===== src/rtl/truth_table_scanner.sv =====
// Sweeps every input vector through an external combinational block and packs the sampled
// outputs into per-output truth tables. Define MAXTERM_CHECK_EN to compare them against exp_i.
module truth_table_scanner #(
    parameter int unsigned N_IN       = 3,
    parameter int unsigned N_OUT      = 5,
    parameter int unsigned SETTLE_CYC = 1
) (
    input  logic                          clk,
    input  logic                          rst_n,
    input  logic                          start,
    output logic [N_IN-1:0]               xyz_o,
    input  logic [N_OUT-1:0]              s_i,
    input  logic [N_OUT*(2**N_IN)-1:0]    exp_i,
    output logic                          busy,
    output logic                          done,
    output logic [N_OUT*(2**N_IN)-1:0]    table_o,
    output logic [N_OUT-1:0]              pass_o
);

    localparam int unsigned DEPTH = 2**N_IN;
    localparam int unsigned TW    = N_OUT * DEPTH;
    localparam int unsigned CNT_W = 4;

    localparam logic [N_IN-1:0]  LAST_VEC  = N_IN'(DEPTH - 1);
    localparam logic [CNT_W-1:0] SETTLE_LD = CNT_W'(SETTLE_CYC);

    typedef enum logic [1:0] {
        S_IDLE,
        S_SETTLE,
        S_CAPTURE,
        S_DONE
    } state_t;

    // With no settle time a freshly driven vector is captured on the very next edge
    localparam state_t VEC_STATE = (SETTLE_CYC == 0) ? S_CAPTURE : S_SETTLE;

    state_t           r_state;
    logic [CNT_W-1:0] r_cnt;
    logic [N_IN-1:0]  r_xyz;
    logic             r_busy;
    logic             r_done;
    logic [TW-1:0]    r_table;
    logic [N_OUT-1:0] r_pass;

    logic [TW-1:0]    w_cap;
    logic [N_OUT-1:0] w_pass;

    // Table as it will be after the current vector's samples are written
    always_comb begin
        w_cap = r_table;
        for (int unsigned j = 0; j < N_OUT; j++) begin
            for (int unsigned v = 0; v < DEPTH; v++) begin
                if (r_xyz == N_IN'(v)) begin
                    w_cap[j*DEPTH + v] = s_i[j];
                end
            end
        end
    end

`ifdef MAXTERM_CHECK_EN
    always_comb begin
        w_pass = '0;
        for (int unsigned j = 0; j < N_OUT; j++) begin
            w_pass[j] = (w_cap[j*DEPTH +: DEPTH] == exp_i[j*DEPTH +: DEPTH]);
        end
    end
`else
    logic w_unused_exp;
    assign w_unused_exp = ^exp_i;
    assign w_pass       = '0;
`endif

    always_ff @(posedge clk or negedge rst_n) begin
        if (!rst_n) begin
            r_state <= S_IDLE;
            r_cnt   <= '0;
            r_xyz   <= '0;
            r_busy  <= 1'b0;
            r_done  <= 1'b0;
            r_table <= '0;
            r_pass  <= '0;
        end else begin
            r_done <= 1'b0;
            case (r_state)
                S_IDLE: begin
                    if (start) begin
                        r_xyz   <= '0;
                        r_table <= '0;
                        r_pass  <= '0;
                        r_cnt   <= SETTLE_LD;
                        r_busy  <= 1'b1;
                        r_state <= VEC_STATE;
                    end
                end
                S_SETTLE: begin
                    r_cnt <= r_cnt - CNT_W'(1);
                    if (r_cnt <= CNT_W'(1)) begin
                        r_state <= S_CAPTURE;
                    end
                end
                S_CAPTURE: begin
                    r_table <= w_cap;
                    if (r_xyz == LAST_VEC) begin
                        r_pass  <= w_pass;
                        r_state <= S_DONE;
                    end else begin
                        r_xyz   <= r_xyz + N_IN'(1);
                        r_cnt   <= SETTLE_LD;
                        r_state <= VEC_STATE;
                    end
                end
                S_DONE: begin
                    r_done  <= 1'b1;
                    r_busy  <= 1'b0;
                    r_xyz   <= '0;
                    r_state <= S_IDLE;
                end
                default: r_state <= S_IDLE;
            endcase
        end
    end

    assign xyz_o   = r_xyz;
    assign busy    = r_busy;
    assign done    = r_done;
    assign table_o = r_table;
    assign pass_o  = r_pass;

endmodule


===== config.mk =====
export PLATFORM = sky130hd
export DESIGN_NAME = truth_table_scanner
export DESIGN_NICKNAME = d
export VERILOG_FILES = /design/src/rtl/truth_table_scanner.sv
export SDC_FILE = /design/constraint.sdc
export NUM_CORES = 1
export LEC_CHECK = 0
export CORE_AREA = 2 2 81 83
export DETAILED_ROUTE_END_ITERATION = 7
export DIE_AREA = 0 0 83 85
export MAX_ROUTING_LAYER = met4
export PLACE_DENSITY = 0.85
export REMOVE_ABC_BUFFERS = 1
export SLEW_MARGIN = 5
export SYNTH_ARGS = -nofsm -noshare
export SYNTH_HDL_FRONTEND = slang
export SYNTH_SLANG_ARGS = --single-unit

===== constraint.sdc =====
create_clock -name clk -period 1.7 [get_ports clk]
set_clock_uncertainty 0.15 [all_clocks]
set_input_delay 0.17 -clock clk [delete_from_list [all_inputs] [get_ports clk]]
set_output_delay 0.17 -clock clk [all_outputs]
set_load 0.005 [all_outputs]

==> results of run 1 <==
-- worst paths after layout --
check | end | from | slack, ps | cells past startpoint
worst max-delay path | r_cnt[2]$_DFFE_PN0P_ | xyz_o[0]$_DFFE_PN0P_ | 90 | 4
worst min-delay path | r_cnt[2]$_DFFE_PN0P_ | rst_n | 240 | 2
worst max register to register | r_cnt[2]$_DFFE_PN0P_ | xyz_o[0]$_DFFE_PN0P_ | 90 | 4
worst min register to register | table_o[28]$_DFFE_PN0P_ | table_o[28]$_DFFE_PN0P_ | 350 | 1
max in group asynchronous | table_o[9]$_DFFE_PN0P_ | rst_n | 620 | 3
min in group clk | table_o[28]$_DFFE_PN0P_ | table_o[28]$_DFFE_PN0P_ | 350 | 1
-- area by class of cell --
cell class | count | share of cell area (%)
Multi-Input combinational cell | 108 | 27.7
Timing Repair Buffer | 76 | 23.0
Tap cell | 77 | 3.09
Clock buffer | 8 | 3.21
Sequential cell | 51 | 40.9
Inverter | 17 | 2.05
-- worst max-delay path, stage by stage (launching register included) --
cell	delay, ps
sky130_fd_sc_hd__dfrtp_1	390
sky130_fd_sc_hd__ha_1	230
sky130_fd_sc_hd__ha_2	210
sky130_fd_sc_hd__a21o_1	230
sky130_fd_sc_hd__a211o_1	290
-- metal layers --
metal | share of wire [%] | GRT usage (%) | wire (µm)
met2 | 47 | 24.2 | 2430
met1 | 47 | 20.8 | 2440
met4 | 0.92 | 4.17 | 48
met3 | 5.4 | 3.89 | 280
met5 | 0 | - | 0
-- repair_timing --
item	CTS	global route
hold buffers	1	0
gates resized for setup	0	4
pin swaps	0	1
endpoints found under the hold margin	18	0
setup endpoints to repair	1	10
setup buffers	1	0
-- through the flow --
stage | total power, mW | setup WS, ps
5_1_grt | 3.78 | 20.6
2_1_floorplan | 2.23 | 18.8
3_3_place_gp | 2.78 | 64.0
3_5_place_dp | 2.83 | 38.2
6_report | 3.56 | 90.6
4_1_cts | 3.59 | 15.3
-- power by group --
group          leakage (nW)  total, mW  internal, mW  switching (mW)
Sequential            0.696       1.53          1.39           0.144
Combinational         0.656       1.28         0.641           0.634
Clock                0.0515      0.750         0.372           0.378
-- registers in the layout (all words and copies together), names as in the netlist --
name	count
busy	1
xyz_o	3
done	1
r_cnt	4
r_state	2
table_o	40
-- kinds of logic after synthesis --
group           Yosys count  synth area share [%]
compound gates           55                  20.2
flops                    51                  55.9
buf+inv                  29                  7.02
simple gates             26                  6.30
mux                      11                  4.88
fa+ha+maj                 8                  4.39
xor+xnor                  3                  1.15
other cells               1                 0.164
-- cells in the final DEF, fill, tap and decap left out --
master                            synthesis  layout
sky130_fd_sc_hd__buf_2                    1       1
sky130_fd_sc_hd__clkdlybuf4s50_1          0      48
sky130_fd_sc_hd__mux2i_1                 10      10
sky130_fd_sc_hd__a22oi_1                  1       1
sky130_fd_sc_hd__ha_2                     0       1
sky130_fd_sc_hd__nor2b_1                  1       1
sky130_fd_sc_hd__inv_1                   17      17
sky130_fd_sc_hd__o22ai_1                  1       1
sky130_fd_sc_hd__mux2_2                   1       1
sky130_fd_sc_hd__nand3b_1                 3       3
sky130_fd_sc_hd__nand2_2                  2       2
sky130_fd_sc_hd__dlygate4sd3_1            0       1
sky130_fd_sc_hd__or3_1                    1       1
sky130_fd_sc_hd__clkbuf_1                 0       1
sky130_fd_sc_hd__a21o_1                   7       7
sky130_fd_sc_hd__nand3_1                  3       3
sky130_fd_sc_hd__conb_1                   1       5
sky130_fd_sc_hd__buf_12                   0       1
sky130_fd_sc_hd__dlymetal6s2s_1           0       3
sky130_fd_sc_hd__nor4_2                   1       1
sky130_fd_sc_hd__a21oi_4                  2       2
sky130_fd_sc_hd__ha_1                     8       7
sky130_fd_sc_hd__o31ai_1                  1       1
sky130_fd_sc_hd__o21ai_0                  2       2
sky130_fd_sc_hd__dfrtp_1                 51      51
sky130_fd_sc_hd__a21oi_1                  4       4
sky130_fd_sc_hd__xor2_1                   2       2
sky130_fd_sc_hd__xnor2_1                  1       1
sky130_fd_sc_hd__nand2_1                 10      10
sky130_fd_sc_hd__buf_4                    7      22
sky130_fd_sc_hd__clkbuf_8                 0       7
sky130_fd_sc_hd__nor2_1                   2       2
sky130_fd_sc_hd__a22o_1                   5       5
sky130_fd_sc_hd__a211o_1                  1       1
sky130_fd_sc_hd__nor3_1                   2       2
sky130_fd_sc_hd__o2bb2ai_1               31      31
sky130_fd_sc_hd__nand2b_4                 1       1
==> PnR_summary.wiki, run 1 <==
{| class="wikitable"
! Metric !! Value
|-
| Worst EP required || 1740 ps
|-
| Final-report hold violation count || 0
|-
| Post-route worst hold slack || 236 ps
|-
| H-tree level count || 2
|-
| Clock sink count || 51
|-
| Die X-Extent || 83 µm
|-
| Grt ovf || 0
|-
| Synth Area per Inst || 12.4 µm²
|-
| Most used flip-flop cell after synthesis || sky130_fd_sc_hd__dfrtp_1
|-
| Detail-routed via count per cell || 4.94
|-
| Final worst path period share || 94.7%
|-
| Cell area after placement || 2990 µm²
|-
| First-pass GRT wire length || 8550 µm
|-
| Leakage power || 1.40 nW
|-
| Total number of nets in the final design || 315
|-
| Number of inserted diodes || 0
|-
| Total number of vias || 1,666
|-
| Count of state elements after synthesis || 51
|-
| Netlist Area Pre-Place || 2280 µm²
|-
| Combined flip-flop and latch cell area || 1280 µm²
|-
| Crit path time final || 1610 ps
|-
| Starting density of the core || 36.8%
|-
| IO Count || 98
|-
| Achievable Freq || 621 MHz
|-
| Power Dens Cells || 1140 nW/µm²
|-
| Count leader, synth || sky130_fd_sc_hd__dfrtp_1
|-
| Share of cells above drive strength 1 || 15.0%
|-
| Share of flip-flops with an asynchronous set or reset || 100%
|-
| Largest fanout on the critical path || 4
|-
| Distinct cells, synth || 32
|-
| Area share of the largest cell type after synthesis || 55.9%
|-
| Deepest clock path buffer count || 2
|-
| Area delta synth->final || 36.6%
|-
| Fin cells || 337
|-
| Kind of start point of the critical path || register
|-
| Max-capacitance violation count || 0
|-
| Commonest cells post-synth || sky130_fd_sc_hd__dfrtp_1 (51), sky130_fd_sc_hd__o2bb2ai_1 (31), sky130_fd_sc_hd__inv_1 (17)
|-
| Number of filler cells placed in the layout || 548
|-
| Clock buffer count from CTS || 5
|-
| Min-delay worst type || primary input to asynchronous set/reset pin
|-
| Vias in the first global route || 1,706
|-
| Core occupancy in the finished layout || 50.3%
|-
| Number of placed instances with taps included || 327
|-
| Post-Syn Instances || 184
|-
| Worst skew pair latency || 300 ps
|-
| Port buffer count || 52
|-
| Multi-input combinational cell area || 863 µm²
|-
| Result of the run || finished, final reports clean
|-
| Cell area after layout || 3120 µm²
|-
| Routability congestion estimate || 0.852
|-
| Maximum ir drop on the vdd rail || 0.522 mV
|-
| Area contributors post-synth || sky130_fd_sc_hd__dfrtp_1 (56%), sky130_fd_sc_hd__o2bb2ai_1 (12%), sky130_fd_sc_hd__ha_1 (4.4%)
|-
| Length of the first detailed-routing pass in iterations || 4
|-
| Warnings, synthesis || 0
|-
| Number of nets with antenna violations after detailed routing || 0
|-
| Cell type contributing the most total cell area after synthesis || sky130_fd_sc_hd__dfrtp_1
|-
| RSZ-0062 raised after global routing || false
|-
| Die area || 7060 µm²
|-
| Data arrival time of the worst path || 1650 ps
|-
| Placement row count || 29
|-
| Count of endpoints failing setup in the final report || 0
|-
| Largest net degree at the start of global routing || 21
|-
| Number of DRC markers after the initial detailed-route iteration || 87
|-
| DIE HEIGHT || 85 µm
|-
| Accumulated negative setup slack || 0 ps
|-
| Post-DR wirelength/cell || 15.4 µm
|-
| Clock tree from TritonCTS || done
|-
| Number of design rule violations left after detail routing || 0
|-
| GRT Overall Usage || 15.7%
|-
| Overall routed net length || 5200 µm
|-
| Critical Setup Path Class || register to register
|-
| Final HPWL DP || 3770 µm
|-
| Total core area || 6200 µm²
|-
| Antenna violations before repair || 0
|-
| EDFF count, synth || 0
|-
| Slew Viols, Final || 0
|-
| Nature of the critical path endpoint || register
|-
| Sequential area share after synthesis || 55.9%
|-
| Cell at the root of the clock tree || sky130_fd_sc_hd__clkbuf_8
|-
| Clk slew on worst S/H paths || 90 ps
|}
No activity file was read; power rests on OpenSTA's default activity.
==> inputs of run 2 (changes only) <==
--- a/config.mk
+++ b/config.mk
@@ -5,9 +5,9 @@
 export SDC_FILE = /design/constraint.sdc
 export NUM_CORES = 1
 export LEC_CHECK = 0
-export CORE_AREA = 2 2 81 83
+export CORE_AREA = 4 4 83 85
 export DETAILED_ROUTE_END_ITERATION = 7
-export DIE_AREA = 0 0 83 85
+export DIE_AREA = 0 0 87 89
 export MAX_ROUTING_LAYER = met4
 export PLACE_DENSITY = 0.85
 export REMOVE_ABC_BUFFERS = 1
==> run 2 against run 1 <==
- clock-buffer cell count shrank 2
- maximum frequency shrank 1.6%
- core utilization shrank 0.71 points
- sequential share of layout area grew 0.62 points
- power grew 3.1%
- non-clock buffer count shrank 8
- sequential power is essentially flat
- sequential cell count is the same
- clock power grew 15%
- first-iteration DRC count shrank 5.7%
- critical endpoint is now xyz_o[0]
- die area grew 9.8%
==> PnR_summary.wiki, run 2 (synthesis gave the netlist of run 1 again) <==
{| class="wikitable"
! Metric !! Value
|-
| Achievable Freq || 612 MHz (-1.6%)
|-
| CP Capture Point || xyz_o[0]
|-
| Proportion of power drawn by flip-flops and latches || 42.2% (-0.9 points)
|-
| Detail-routed via count per cell || 5.22 (+5.7%)
|-
| Number of filler cells placed in the layout || 542 (-1.1%)
|-
| Post-DR wirelength/cell || 16.4 µm (+6.1%)
|-
| DIE HEIGHT || 89 µm (+4.7%)
|-
| Grt ovf || 0 (unchanged)
|-
| Power Dens Cells || 1190 nW/µm² (+4.6%)
|-
| Crit path time final || 1640 ps (+25.9 ps)
|-
| Total core area || 6200 µm² (unchanged)
|-
| Max-capacitance violation count || 0 (unchanged)
|-
| Global Route met2 Usage || 21.9% (-2.3 points)
|-
| Critical Setup Path Class || register to output port
|-
| Clock tree from TritonCTS || done
|-
| Min-delay worst type || primary input to asynchronous set/reset pin
|-
| Accumulated negative setup slack || 0 ps (unchanged)
|-
| Maximum ir drop on the vdd rail || 0.651 mV (+25%)
|-
| Final-report hold violation count || 0 (unchanged)
|-
| Total number of nets in the final design || 307 (-2.5%)
|-
| Worst EP required || 1380 ps (-360 ps)
|-
| Met3 Track Usage GR || 3.50% (-0.39 points)
|-
| First-pass GRT wire length || 8740 µm (+2.2%)
|-
| Slowest cell on the critical path || sky130_fd_sc_hd__clkdlybuf4s50_1
|-
| Placement row count || 29 (unchanged)
|-
| Die area || 7740 µm² (+9.8%)
|-
| Port buffer count || 52 (unchanged)
|-
| Delay of the slowest cell on the worst path || 500 ps (+110 ps)
|-
| Reg-to-reg critical path endpoint || xyz_o[2]$_DFFE_PN0P_
|-
| Cell internal pwr || 2.48 mW (+3.4%)
|-
| Area delta synth->final || 34.7%
|-
| Final worst path period share || 96.2% (+1.5 points)
|-
| Starting density of the core || 36.8% (unchanged)
|-
| Startpoint of the most critical setup path || xyz_o[0]$_DFFE_PN0P_
|-
| Data arrival time of the worst path || 1320 ps (-330 ps)
|-
| Switching Power || 1.18 mW (+2.5%)
|-
| Number of nets with antenna violations after detailed routing || 0 (unchanged)
|-
| Nature of the critical path endpoint || output port
|-
| Deepest clock path buffer count || 2 (unchanged)
|-
| Reg-to-reg slack, setup || 80 ps (about the same)
|-
| Clock buffer count from CTS || 5 (unchanged)
|-
| IO Count || 98 (unchanged)
|-
| Largest fanout on the critical path || 5 (+1)
|-
| Number of flip-flops in the largest register || 40 (unchanged)
|-
| Share of cells above drive strength 1 || 13.5% (-1.5 points)
|-
| Commonest non-fill, non-tap cells in the layout || sky130_fd_sc_hd__dfrtp_1 (50), sky130_fd_sc_hd__clkdlybuf4s50_1 (50), sky130_fd_sc_hd__o2bb2ai_1 (31)
|-
| Met1 Track Usage GR || 20.9% (+0.022 points)
|-
| Kind of start point of the critical path || register
|-
| Number of DRC markers after the initial detailed-route iteration || 82 (-5.7%)
|-
| Antenna violations before repair || 0 (unchanged)
|-
| Slew Viols, Final || 0 (unchanged)
|-
| Result of the run || finished, final reports clean
|-
| H-tree level count || 2 (unchanged)
|-
| Clock power frac || 23.6% (+2.5 points)
|-
| Routability congestion estimate || 0.822 (-3.6%)
|-
| Overall routed net length || 5380 µm (+3.6%)
|-
| GRT Overall Usage || 15.2% (-0.44 points)
|-
| Leakage power || 1.34 nW (-4.4%)
|-
| Net switching share of the total power || 32.3% (-0.19 points)
|-
| Cells along the critical path || buf_4, clkdlybuf4s50_1
|-
| Overall Power || 3.67 mW (+3.1%)
|-
| Cell at the root of the clock tree || sky130_fd_sc_hd__clkbuf_8
|-
| Length of the first detailed-routing pass in iterations || 4 (unchanged)
|-
| RSZ-0062 raised after global routing || false
|-
| Largest net degree at the start of global routing || 34 (+62%)
|-
| Total number of vias || 1,719 (+3.2%)
|-
| Startpoint of the most critical register-to-register path || xyz_o[0]$_DFFE_PN0P_
|-
| Final HPWL DP || 3820 µm (+1.4%)
|-
| R2R cell count || 6 (+2)
|-
| Count of endpoints failing setup in the final report || 0 (unchanged)
|-
| Combined flip-flop and latch cell area || 1280 µm² (about the same)
|-
| GRT Max-Usage Layer || met2
|-
| Number of inserted diodes || 0 (unchanged)
|-
| Clk slew on worst S/H paths || 90 ps (about the same)
|-
| Worst skew pair latency || 310 ps (about the same)
|-
| Multi-input combinational cell area || 866 µm² (+0.29%)
|-
| Vias in the first global route || 1,723 (+1.0%)
|-
| Die X-Extent || 87 µm (+4.8%)
|-
| Number of design rule violations left after detail routing || 0 (unchanged)
|-
| Combinational Power Share || 34.2% (-1.7 points)
|-
| Clock sink count || 51 (unchanged)
|}
[run 2: what timing repair did]
action                                  4_1_cts  5_1_grt
hold endpoints to repair                     18        0
buffers inserted                              0        0
resized for setup                             0        4
hold buffers                                  1        0
endpoints found under the setup margin        0       30
[run 2: routing by layer]
metal  vias to the layer above  share of wire, %
met3                        13               6.7
met1                       853                46
li1                        783                 -
met2                        70                46
met5                         -                 0
met4                         0               1.7
[run 2: per-stage QoR]
stage | cell area, µm² | hold WS (ps) | std cells | setup WS, ps | util [%]
detailed placement | 2940 | -14.2 | 320 | 40.0 | 47.3
CTS | 3070 | 199 | 329 | 19.8 | 49.4
global placement | 2940 | -13.9 | 320 | 59.0 | 47.3
finish | 3070 | 178 | 329 | 64.7 | 49.5
global route | 3070 | 208 | 329 | 1.33 | 49.5
floorplan | 2200 | -276 | 176 | 18.8 | -
[run 2: power groups by stage]
stage	sequential (mW)	clock, mW	combinational (mW)
2_1_floorplan	1.62	0	0.611
3_3_place_gp	1.56	0	1.20
3_5_place_dp	1.57	0	1.25
4_1_cts	1.55	0.874	1.27
5_1_grt	1.57	0.926	1.40
6_report	1.55	0.865	1.26
[run 2: cell type report]
| class | count | area share (%) |
|---|---|---|
| multi-input combinational | 108 | 28.2 |
| clock inverter | 2 | 1.14 |
| timing repair buffer | 68 | 21.2 |
| sequential | 51 | 41.6 |
| tap | 77 | 3.13 |
| clock buffer | 6 | 2.69 |
| inverter | 17 | 2.08 |
[run 2: how the worst min path moves through the flow]
stage,from,endpoint
floorplan,rst_n,busy$_DFFE_PN0P_
global placement,rst_n,table_o[18]$_DFFE_PN0P_
detailed placement,rst_n,table_o[3]$_DFFE_PN0P_
CTS,rst_n,table_o[3]$_DFFE_PN0P_
global route,rst_n,table_o[3]$_DFFE_PN0P_
finish,rst_n,table_o[3]$_DFFE_PN0P_
[run 2: worst max-delay path: cells and delay by family (launching register included)]
kind | cells | cell delay [ps]
buffers and inverters | 2 | 650
flip-flops | 1 | 360
==> inputs of run 3 (changes only) <==
--- a/config.mk
+++ b/config.mk
@@ -9,7 +9,7 @@
 export DETAILED_ROUTE_END_ITERATION = 7
 export DIE_AREA = 0 0 87 89
 export MAX_ROUTING_LAYER = met4
-export PLACE_DENSITY = 0.85
+export PLACE_DENSITY = 0.81
 export REMOVE_ABC_BUFFERS = 1
 export SLEW_MARGIN = 5
 export SYNTH_ARGS = -nofsm -noshare
==> run 3 against run 2 <==
- register-to-register slack is essentially flat
- clock power shrank 18%
- die area is the same
- power shrank 4.3%
- worst hold slack gained 10 ps
- cell area grew 0.33%
- core utilization grew 0.16 points
- first-iteration DRC count grew 9.8%
- cell count grew 1.2%
- routed wire length shrank 5.0%
- largest power group unchanged
==> PnR_summary.wiki, run 3 (synthesis gave the netlist of run 1 again) <==
{| class="wikitable"
! Metric !! Value
|-
| Result of the run || finished, final reports clean
|-
| Power Dens Cells || 1140 nW/µm² (-4.6%)
|-
| Starting density of the core || 36.8% (unchanged)
|-
| Largest net degree at the start of global routing || 35 (+2.9%)
|-
| Die X-Extent || 87 µm (unchanged)
|-
| Post-DR wirelength/cell || 15.4 µm (-6.1%)
|-
| Worst EP required || 1380 ps (about the same)
|-
| Overall routed net length || 5120 µm (-5.0%)
|-
| Total number of nets in the final design || 312 (+1.6%)
|-
| Leakage power || 1.37 nW (+2.2%)
|-
| Number of design rule violations left after detail routing || 0 (unchanged)
|-
| Reg-to-reg slack, setup || 90 ps (about the same)
|-
| Length of the first detailed-routing pass in iterations || 4 (unchanged)
|-
| Vias in the first global route || 1,750 (+1.6%)
|-
| Maximum ir drop on the vdd rail || 0.527 mV (-19%)
|-
| Cells along the critical path || buf_4, clkdlybuf4s50_1
|-
| Slew Viols, Final || 0 (unchanged)
|-
| Clock sink count || 51 (unchanged)
|-
| Overall Power || 3.51 mW (-4.3%)
|-
| Placement row count || 29 (unchanged)
|-
| Final HPWL DP || 3800 µm (-0.59%)
|-
| Deepest clock path buffer count || 2 (unchanged)
|-
| Critical Setup Path Class || register to output port
|-
| Achievable Freq || 614 MHz (+0.40%)
|-
| Routability congestion estimate || 0.773 (-5.9%)
|-
| First-pass GRT wire length || 8660 µm (-0.87%)
|-
| Antenna violations before repair || 0 (unchanged)
|-
| Number of placed instances with taps included || 324 (+1.3%)
|-
| Grt ovf || 0 (unchanged)
|-
| Detail-routed via count per cell || 5.02 (-4.0%)
|-
| Share of cells above drive strength 1 || 14.1% (+0.57 points)
|-
| Min-delay worst type || primary input to asynchronous set/reset pin
|-
| Fin cells || 333 (+1.2%)
|-
| Number of flip-flops in the largest register || 40 (unchanged)
|-
| Clock buffer count from CTS || 5 (unchanged)
|-
| Commonest non-fill, non-tap cells in the layout || sky130_fd_sc_hd__dfrtp_1 (51), sky130_fd_sc_hd__clkdlybuf4s50_1 (49), sky130_fd_sc_hd__o2bb2ai_1 (31)
|-
| Die area || 7740 µm² (unchanged)
|-
| Crit path time final || 1630 ps (-6.52 ps)
|-
| Delay of the slowest cell on the worst path || 500 ps (about the same)
|-
| RSZ-0062 raised after global routing || false
|-
| Nature of the critical path endpoint || output port
|-
| Total core area || 6200 µm² (unchanged)
|-
| Cell at the root of the clock tree || sky130_fd_sc_hd__clkbuf_8
|-
| Final WS setup || 71.3 ps (+6.52 ps)
|-
| Kind of start point of the critical path || register
|-
| Core occupancy in the finished layout || 49.7% (+0.16 points)
|-
| Clk slew on worst S/H paths || 90 ps (about the same)
|-
| Slowest cell on the critical path || sky130_fd_sc_hd__clkdlybuf4s50_1
|-
| Clock tree from TritonCTS || done
|-
| Final worst path period share || 95.8% (-0.38 points)
|-
| Port buffer count || 52 (unchanged)
|-
| DIE HEIGHT || 89 µm (unchanged)
|-
| Area delta synth->final || 35.1%
|-
| Number of DRC markers after the initial detailed-route iteration || 90 (+9.8%)
|-
| Number of inserted diodes || 0 (unchanged)
|-
| IO Count || 98 (unchanged)
|-
| Final-report hold violation count || 0 (unchanged)
|-
| Most common cell after layout, fill and taps aside || sky130_fd_sc_hd__dfrtp_1
|-
| H-tree level count || 2 (unchanged)
|-
| Data arrival time of the worst path || 1310 ps (about the same)
|-
| Pre-CTS setup slack || 32.0 ps (-8.02 ps)
|-
| Largest fanout on the critical path || 5 (unchanged)
|-
| Max-capacitance violation count || 0 (unchanged)
|-
| Accumulated negative setup slack || 0 ps (unchanged)
|-
| Worst skew pair latency || 300 ps (about the same)
|-
| Total number of vias || 1,671 (-2.8%)
|-
| Number of nets with antenna violations after detailed routing || 0 (unchanged)
|-
| Count of endpoints failing setup in the final report || 0 (unchanged)
|-
| GRT Overall Usage || 15.0% (-0.26 points)
|}
## run 3: cell types whose count changed in the layout (fill, tap and decap cells not counted)
| cell | before | now |
|---|---|---|
| sky130_fd_sc_hd__clkinv_2 | 1 | 0 |
| sky130_fd_sc_hd__inv_6 | 0 | 1 |
| sky130_fd_sc_hd__clkdlybuf4s50_1 | 50 | 49 |
| sky130_fd_sc_hd__bufinv_16 | 1 | 0 |
| sky130_fd_sc_hd__buf_4 | 14 | 19 |
| sky130_fd_sc_hd__nand2_1 | 9 | 10 |
| sky130_fd_sc_hd__dfrtp_2 | 1 | 0 |
| sky130_fd_sc_hd__dfrtp_1 | 50 | 51 |
| sky130_fd_sc_hd__dlymetal6s2s_1 | 1 | 2 |
| sky130_fd_sc_hd__nand2_2 | 3 | 2 |
## run 3: layout make-up
class / count / area [µm²]
Tap cell: 77 / 96.3
Fill cell: 529 / 3120
Clock inverter: 1 / 8.76
Clock buffer: 6 / 82.6
Sequential cell: 51 / 1280
Timing Repair Buffer: 73 / 693
Multi-Input combinational cell: 108 / 863
Inverter: 17 / 63.8
## run 3: final timing paths
path                       depth (start not counted)                   start                      end
setup / recovery                                   2    xyz_o[0]$_DFFE_PN0P_                 xyz_o[0]
hold / removal                                     2                   rst_n     xyz_o[2]$_DFFE_PN0P_
setup reg to reg                                   4    xyz_o[0]$_DFFE_PN0P_     r_cnt[2]$_DFFE_PN0P_
hold reg to reg                                    1  table_o[9]$_DFFE_PN0P_   table_o[9]$_DFFE_PN0P_
max in group asynchronous                          3                   rst_n  table_o[30]$_DFFE_PN0P_
min in group clk                                   1  table_o[9]$_DFFE_PN0P_   table_o[9]$_DFFE_PN0P_
## run 3: what timing repair did
item | 4_1_cts | 5_1_grt
gates resized for setup | 0 | 3
pin swaps | 0 | 1
endpoints found under the setup margin | 1 | 9
setup buffers | 1 | 0
hold endpoints to repair | 17 | 0
hold buffers | 1 | 0
## run 3: report_power, final
group	internal, mW	switching (mW)	leakage (nW)
Combinational	0.635	0.641	0.627
Sequential	1.39	0.135	0.696
Clock	0.328	0.384	0.0477
Total	2.35	1.16	1.37
## run 3: layer usage
| metal | wire [µm] | global-route usage, % | up-vias | share of wire (%) |
|---|---|---|---|---|
| li1 | - | - | 786 | - |
| met1 | 2390 | 20.3 | 838 | 47 |
| met2 | 2410 | 22.2 | 41 | 47 |
| met3 | 262 | 4.33 | 6 | 5.1 |
| met4 | 46 | 3.40 | 0 | 0.90 |
| met5 | 0 | - | - | 0 |
## run 3: critical path: cells and delay by family, from the launching register on
family	cells	cell delay (ps)
flip-flops	1	360
buffers and inverters	2	650
## run 3: metrics by stage
stage | area, µm² | hold WS, ps
2_1_floorplan | 2200 | -276
3_3_place_gp | 2970 | -15.2
3_5_place_dp | 2970 | -14.7
4_1_cts | 3080 | 187
5_1_grt | 3080 | 228
6_report | 3080 | 188
